### config.mk
export PLATFORM = sky130hd
export DESIGN_NAME = robo_nav_ctrl
export DESIGN_NICKNAME = d
export VERILOG_FILES = /design/src/rtl/robo_nav_ctrl.sv
export SDC_FILE = /design/constraint.sdc
export NUM_CORES = 1
export LEC_CHECK = 0
export CORE_MARGIN = 10
export CORE_UTILIZATION = 35
export DETAILED_ROUTE_END_ITERATION = 7
export PLACE_DENSITY = 0.58
export SLEW_MARGIN = 20
export SYNTH_ARGS = -nofsm -noshare
export SYNTH_HDL_FRONTEND = slang
export SYNTH_SLANG_ARGS = --single-unit
### constraint.sdc
create_clock -name clk -period 2.85 [get_ports clk]
set_input_delay 0.57 -clock clk [delete_from_list [all_inputs] [get_ports clk]]
set_output_delay 0.57 -clock clk [all_outputs]
set_load 0.03 [all_outputs]
### src/rtl/robo_nav_ctrl.sv
// Left-hand wall-following navigation sequencer: samples sensors, picks one move,
// hands it to the map memory over a valid/ack handshake, then waits for sensors to settle.
module robo_nav_ctrl #(
    parameter int unsigned SETTLE_CYCLES = 1,
    parameter int unsigned STUCK_TURNS   = 4,
    parameter int unsigned MAX_STEPS     = 1000,
    parameter int unsigned STEP_W        = 16
) (
    input  logic              clk,
    input  logic              reset,
    input  logic              start,
    input  logic              head,
    input  logic              left,
    input  logic              under,
    input  logic              barrier,
    output logic              cmd_valid,
    output logic [2:0]        cmd,
    input  logic              cmd_ack,
    output logic              busy,
    output logic              done,
    output logic              stuck,
    output logic              timeout,
    output logic [STEP_W-1:0] step_count
);

    localparam int unsigned TURN_W = $clog2(STUCK_TURNS + 1);
    localparam int unsigned SET_W  = (SETTLE_CYCLES > 1) ? $clog2(SETTLE_CYCLES) : 1;

    typedef enum logic [2:0] {
        S_IDLE, S_SAMPLE, S_DECIDE, S_ISSUE, S_SETTLE, S_DONE, S_STUCK
    } state_e;

    typedef enum logic [2:0] {
        CMD_NONE   = 3'd0,
        CMD_FWD    = 3'd1,
        CMD_TURN_L = 3'd2,
        CMD_TURN_R = 3'd3,
        CMD_REMOVE = 3'd4
    } cmd_e;

    typedef struct packed {
        logic head;
        logic left;
        logic under;
        logic barrier;
    } sens_t;

    state_e              state_q, state_d;
    cmd_e                cmd_q, cmd_d;
    sens_t               sens_q, sens_d;
    logic                jtl_q, jtl_d;
    logic [TURN_W-1:0]   turn_q, turn_d, turn_inc;
    logic [STEP_W-1:0]   step_q, step_d;
    logic [SET_W-1:0]    set_q, set_d;
    logic                done_q, done_d;
    logic                stuck_q, stuck_d;
    logic                timeout_q, timeout_d;

    always_ff @(posedge clk or negedge reset) begin
        if (!reset) begin
            state_q   <= S_IDLE;
            cmd_q     <= CMD_NONE;
            sens_q    <= '0;
            jtl_q     <= 1'b0;
            turn_q    <= '0;
            step_q    <= '0;
            set_q     <= '0;
            done_q    <= 1'b0;
            stuck_q   <= 1'b0;
            timeout_q <= 1'b0;
        end else begin
            state_q   <= state_d;
            cmd_q     <= cmd_d;
            sens_q    <= sens_d;
            jtl_q     <= jtl_d;
            turn_q    <= turn_d;
            step_q    <= step_d;
            set_q     <= set_d;
            done_q    <= done_d;
            stuck_q   <= stuck_d;
            timeout_q <= timeout_d;
        end
    end

    always_comb begin
        state_d   = state_q;
        cmd_d     = cmd_q;
        sens_d    = sens_q;
        jtl_d     = jtl_q;
        turn_d    = turn_q;
        step_d    = step_q;
        set_d     = set_q;
        done_d    = done_q;
        stuck_d   = stuck_q;
        timeout_d = timeout_q;
        turn_inc  = (turn_q == TURN_W'(STUCK_TURNS)) ? turn_q : turn_q + 1'b1;

        unique case (state_q)
            S_IDLE, S_DONE, S_STUCK: begin
                if (start) begin
                    state_d   = S_SAMPLE;
                    done_d    = 1'b0;
                    stuck_d   = 1'b0;
                    timeout_d = 1'b0;
                    step_d    = '0;
                    turn_d    = '0;
                    jtl_d     = 1'b0;
                end
            end
            S_SAMPLE: begin
                sens_d  = '{head: head, left: left, under: under, barrier: barrier};
                state_d = S_DECIDE;
            end
            S_DECIDE: begin
                state_d = S_ISSUE;
                if (sens_q.under) begin
                    state_d = S_DONE;
                    done_d  = 1'b1;
                end else if (step_q == STEP_W'(MAX_STEPS)) begin
                    state_d   = S_STUCK;
                    stuck_d   = 1'b1;
                    timeout_d = 1'b1;
                end else if (!sens_q.left && !jtl_q) begin
                    cmd_d = CMD_TURN_L;
                    jtl_d = 1'b1;
                end else if (!sens_q.head) begin
                    cmd_d = CMD_FWD;
                    jtl_d = 1'b0;
                end else if (sens_q.barrier) begin
                    cmd_d = CMD_REMOVE;
                end else begin
                    cmd_d = CMD_TURN_R;
                    jtl_d = 1'b0;
                end
            end
            S_ISSUE: begin
                if (cmd_ack) begin
                    step_d  = (step_q == STEP_W'(MAX_STEPS)) ? step_q : step_q + 1'b1;
                    cmd_d   = CMD_NONE;
                    set_d   = '0;
                    state_d = S_SETTLE;
                    if (cmd_q == CMD_TURN_L || cmd_q == CMD_TURN_R) begin
                        turn_d = turn_inc;
                        // The turn that reaches the limit ends the run without settling.
                        if (turn_inc == TURN_W'(STUCK_TURNS)) begin
                            state_d   = S_STUCK;
                            stuck_d   = 1'b1;
                            timeout_d = 1'b0;
                        end
                    end else begin
                        turn_d = '0;
                    end
                end
            end
            S_SETTLE: begin
                if (set_q == SET_W'(SETTLE_CYCLES - 1)) begin
                    state_d = S_SAMPLE;
                end else begin
                    set_d = set_q + 1'b1;
                end
            end
            default: state_d = S_IDLE;
        endcase
    end

    assign cmd_valid  = (state_q == S_ISSUE);
    assign cmd        = (state_q == S_ISSUE) ? cmd_q : CMD_NONE;
    assign busy       = !(state_q == S_IDLE || state_q == S_DONE || state_q == S_STUCK);
    assign done       = done_q;
    assign stuck      = stuck_q;
    assign timeout    = timeout_q;
    assign step_count = step_q;

endmodule
==> impl_metrics.xml, run 1 <==
<?xml version="1.0" encoding="UTF-8"?>
<metrics>
  <group name="clock_tree">
    <metric name="cts_resized" unit="">0</metric>
    <metric name="cts_root_buffer" unit="">clkbuf_8</metric>
    <metric name="postCtsSetupBuffers" unit="">0</metric>
    <metric name="h-tree-depth" unit="">2</metric>
    <metric name="cts_made_buffers" unit="">5</metric>
    <metric name="tritoncts" unit="">yes</metric>
    <metric name="clock_insertion_delay_worst_skew" unit="ns">0.29</metric>
    <metric name="ctsLongestPathBuffers" unit="">2</metric>
    <metric name="clock-sinks" unit="">33</metric>
    <metric name="path_clk_slew" unit="ns">0.07</metric>
    <metric name="cts.hold.buffers_added" unit="">0</metric>
  </group>
  <group name="synth">
    <metric name="number_of_enable_type_register_cells_in_the_synthesized_netlist" unit="">0</metric>
    <metric name="ys_top_cells_by_count" unit="">33 x dfrtp_1, 21 x nand2_1, 16 x nor2_1, 10 x inv_1, 10 x o21ai_0</metric>
    <metric name="ys_warn_count" unit="">0</metric>
    <metric name="yosysMostFrequentCell" unit="">dfrtp_1</metric>
    <metric name="syn-instance-count" unit="">198</metric>
    <metric name="synth_seq_cells" unit="">33</metric>
    <metric name="syn-mean-instance-area" unit="um^2">9.839</metric>
    <metric name="synth_top_cell_by_area" unit="">dfrtp_1</metric>
    <metric name="post-synth-top-area-fraction" unit="%">42.39</metric>
    <metric name="synth.distinct_cells" unit="">54</metric>
    <metric name="synth_seq_area_share" unit="%">42.39</metric>
    <metric name="async_flop_share" unit="%">100.0</metric>
    <metric name="synth.top_cells.by_area" unit="">dfrtp_1 42%, nand2_1 4.0%, nor2_1 3.1%</metric>
    <metric name="ys.flop_type" unit="">dfrtp_1</metric>
    <metric name="postSynthNetCount" unit="">211</metric>
    <metric name="synth_area" unit="um^2">1948</metric>
  </group>
  <group name="timing">
    <metric name="final-setup-viol-count" unit="">0</metric>
    <metric name="fmaxAchievable" unit="MHz">374.0</metric>
    <metric name="worst_clock_skew" unit="ns">0.004088</metric>
    <metric name="unrepaired_setup_endpoints_after_global_routing" unit="">false</metric>
    <metric name="tns" unit="ns">0</metric>
    <metric name="slew_headroom" unit="%">60.95</metric>
    <metric name="timing.final.hold_violations" unit="">0</metric>
    <metric name="final_max_slew_viol_count" unit="">0</metric>
    <metric name="timing_worst_slew_pin_value" unit="ns">0.5813</metric>
    <metric name="fin_crit_sh" unit="%">93.82</metric>
    <metric name="timing.final.crit_period" unit="ns">2.674</metric>
  </group>
  <group name="placement">
    <metric name="detailed_place_hpwl" unit="um">3591</metric>
    <metric name="place.port_buffers" unit="">31</metric>
    <metric name="routabilityCongestion" unit="">0.8036</metric>
    <metric name="place.detailed.instances" unit="">300</metric>
  </group>
  <group name="final_layout">
    <metric name="sequential_cell_area" unit="um^2">827.0</metric>
    <metric name="finish.net_count" unit="">248</metric>
    <metric name="syn_to_final_growth" unit="%">25.43</metric>
    <metric name="multi_input_combinational_cell_area" unit="um^2">1047</metric>
    <metric name="final.fill_count" unit="">528</metric>
    <metric name="antenna_cells" unit="">0</metric>
    <metric name="post_route_cells_drive_above_1_share" unit="%">12.29</metric>
    <metric name="stdcell_count" unit="">308</metric>
  </group>
  <group name="detailed_routing">
    <metric name="drtIter0Drc" unit="">94</metric>
    <metric name="antenna_violating_nets_left" unit="">0</metric>
    <metric name="totalWireLength" unit="um">4666</metric>
    <metric name="drt-pass1-iter-count" unit="">4</metric>
    <metric name="detail_route.drc_violations" unit="">0</metric>
    <metric name="routed_length_per_placed_instance" unit="um">15.15</metric>
    <metric name="via_count" unit="">1569</metric>
    <metric name="vias_per_cell" unit="">5.094</metric>
  </group>
  <group name="die">
    <metric name="die_y" unit="um">94.61</metric>
    <metric name="start_util" unit="%">35.82</metric>
    <metric name="io_pins" unit="">32</metric>
    <metric name="placement_rows" unit="">27</metric>
    <metric name="area_inside_the_core_boundary" unit="um^2">5439</metric>
    <metric name="die-area" unit="um^2">8950</metric>
    <metric name="floorplan.die.width" unit="um">94.61</metric>
  </group>
  <group name="pwr">
    <metric name="power_density" unit="nW/um^2">855.1</metric>
    <metric name="vdd.ir_drop.worst" unit="mV">0.4559</metric>
    <metric name="fin_total_pwr" unit="uW">2089</metric>
    <metric name="p_leak" unit="uW">0.001017</metric>
  </group>
  <group name="global_route">
    <metric name="grt_start_max_net_pins" unit="">34</metric>
    <metric name="global_route_wire_length_before_repair" unit="um">7990</metric>
    <metric name="globalRouteTotalUtil" unit="%">11.29</metric>
    <metric name="antenna_violations_before_repair" unit="">0</metric>
    <metric name="grt_pass1_vias" unit="">1529</metric>
    <metric name="grt.overflow.total" unit="">0</metric>
  </group>
  <group name="setup_path">
    <metric name="flop_to_flop_setup_slack" unit="ns">0.85</metric>
    <metric name="cp-start-kind" unit="">flop</metric>
    <metric name="critical_path.max_fanout" unit="">11</metric>
    <metric name="timing.setup.critical_path_class" unit="">reg -&gt; out</metric>
    <metric name="nature_of_the_critical_path_endpoint" unit="">output port</metric>
    <metric name="critical_path_data_required_time" unit="ns">2.28</metric>
    <metric name="cp.arrival" unit="ns">2.10</metric>
  </group>
  <group name="hold_path">
    <metric name="min-delay-path-class" unit="">reg -&gt; reg</metric>
  </group>
  <group name="job">
    <metric name="drv.max_cap_violation_count" unit="">0</metric>
  </group>
  <group name="status">
    <metric name="outcome" unit="">finished, final reports clean</metric>
  </group>
</metrics>
[path summary, 6_finish.rpt]
kind,startpoint,to,depth (start not counted)
min reg2reg,cmd_q[0],cmd_q[0],2
max,state_q[2],cmd[2],4
min in group asynchronous,reset,turn_q[1],2
min,cmd_q[0],cmd_q[0],2
max in group asynchronous,reset,state_q[1],2
max reg2reg,turn_q[0],stuck,7
[cell type report]
class,count,area share (%)
Timing Repair Buffer,35,13.93
Tap cell,72,3.687
Inverter,10,1.536
Multi-Input combinational cell,150,42.86
Clock inverter,1,0.2048
Sequential cell,33,33.85
Clock buffer,7,3.943
[cell families (layout without fill, tap and decap cells)]
family / count (synthesis) / count (layout) / share of synthesized area [%]
simple gates: 82 / 82 / 25.63
flops: 33 / 33 / 42.39
mux: 6 / 6 / 3.340
compound gates: 46 / 46 / 16.25
fa+ha+maj: 5 / 5 / 3.597
xor+xnor: 11 / 11 / 4.945
buf+inv: 15 / 53 / 3.853
[state kept, by name (all words and copies together), names as in the netlist]
register    flops
done            1
jtl_q           1
turn_q          3
sens_q          4
cmd_q           3
state_q         3
stuck           1
step_count     16
timeout         1
[where the power goes]
part / switching, uW / leakage, uW / total [uW] / internal [uW]
combinational: 570 / 0.000523 / 989 / 419
clock: 177 / 0.0000542 / 396 / 218
sequential: 133 / 0.000440 / 704 / 571
total: 881 / 0.00102 / 2090 / 1210
[metrics by stage]
stage | hold slack [ns] | worst slack, ns | utilization [%] | area [um^2]
floorplan | 0.2744 | 0.6560 | - | 1948
global placement | 0.4703 | 0.4700 | 43.04 | 2341
detailed placement | 0.4724 | 0.4337 | 43.04 | 2341
CTS | 0.4896 | 0.1099 | 44.90 | 2442
global route | 0.5128 | 0.07404 | 44.93 | 2444
finish | 0.4775 | 0.1762 | 44.93 | 2444
[critical path, stage by stage, from the launching register on]
cell             delay [ns]
dfrtp_1                0.51
nand3b_4               0.22
inv_1                  0.25
and2_1                 0.17
clkdlybuf4s50_1        0.67
[cell usage in the layout (no fill, tap or decap), types with 3 or more instances in the layout]
master	instances
xnor2_1	6
clkdlybuf4s50_1	31
o211ai_1	5
a21oi_1	7
xor2_1	5
ha_1	4
clkbuf_8	7
nor3_1	4
nand3_1	9
mux2_2	4
o31ai_1	3
o21ai_0	10
buf_4	4
and2_1	4
nand4_1	5
nand2_1	21
dfrtp_1	32
nor2_1	16
inv_1	10
a21o_1	4
[layer usage]
layer / global-route usage [%] / share of wire (%)
met4: 4.115 / 1.7
met3: 3.013 / 4.5
met5: 0 / 0
met1: 15.97 / 50
met2: 16.02 / 44
Note: power is estimated with default switching activity, not from simulation.
==> run 2, diff against run 1 <==
CAP_MARGIN = 40   (was unset)
==> results of run 2 <==
The final DEF is identical to that of run 1; final timing and power are the same.
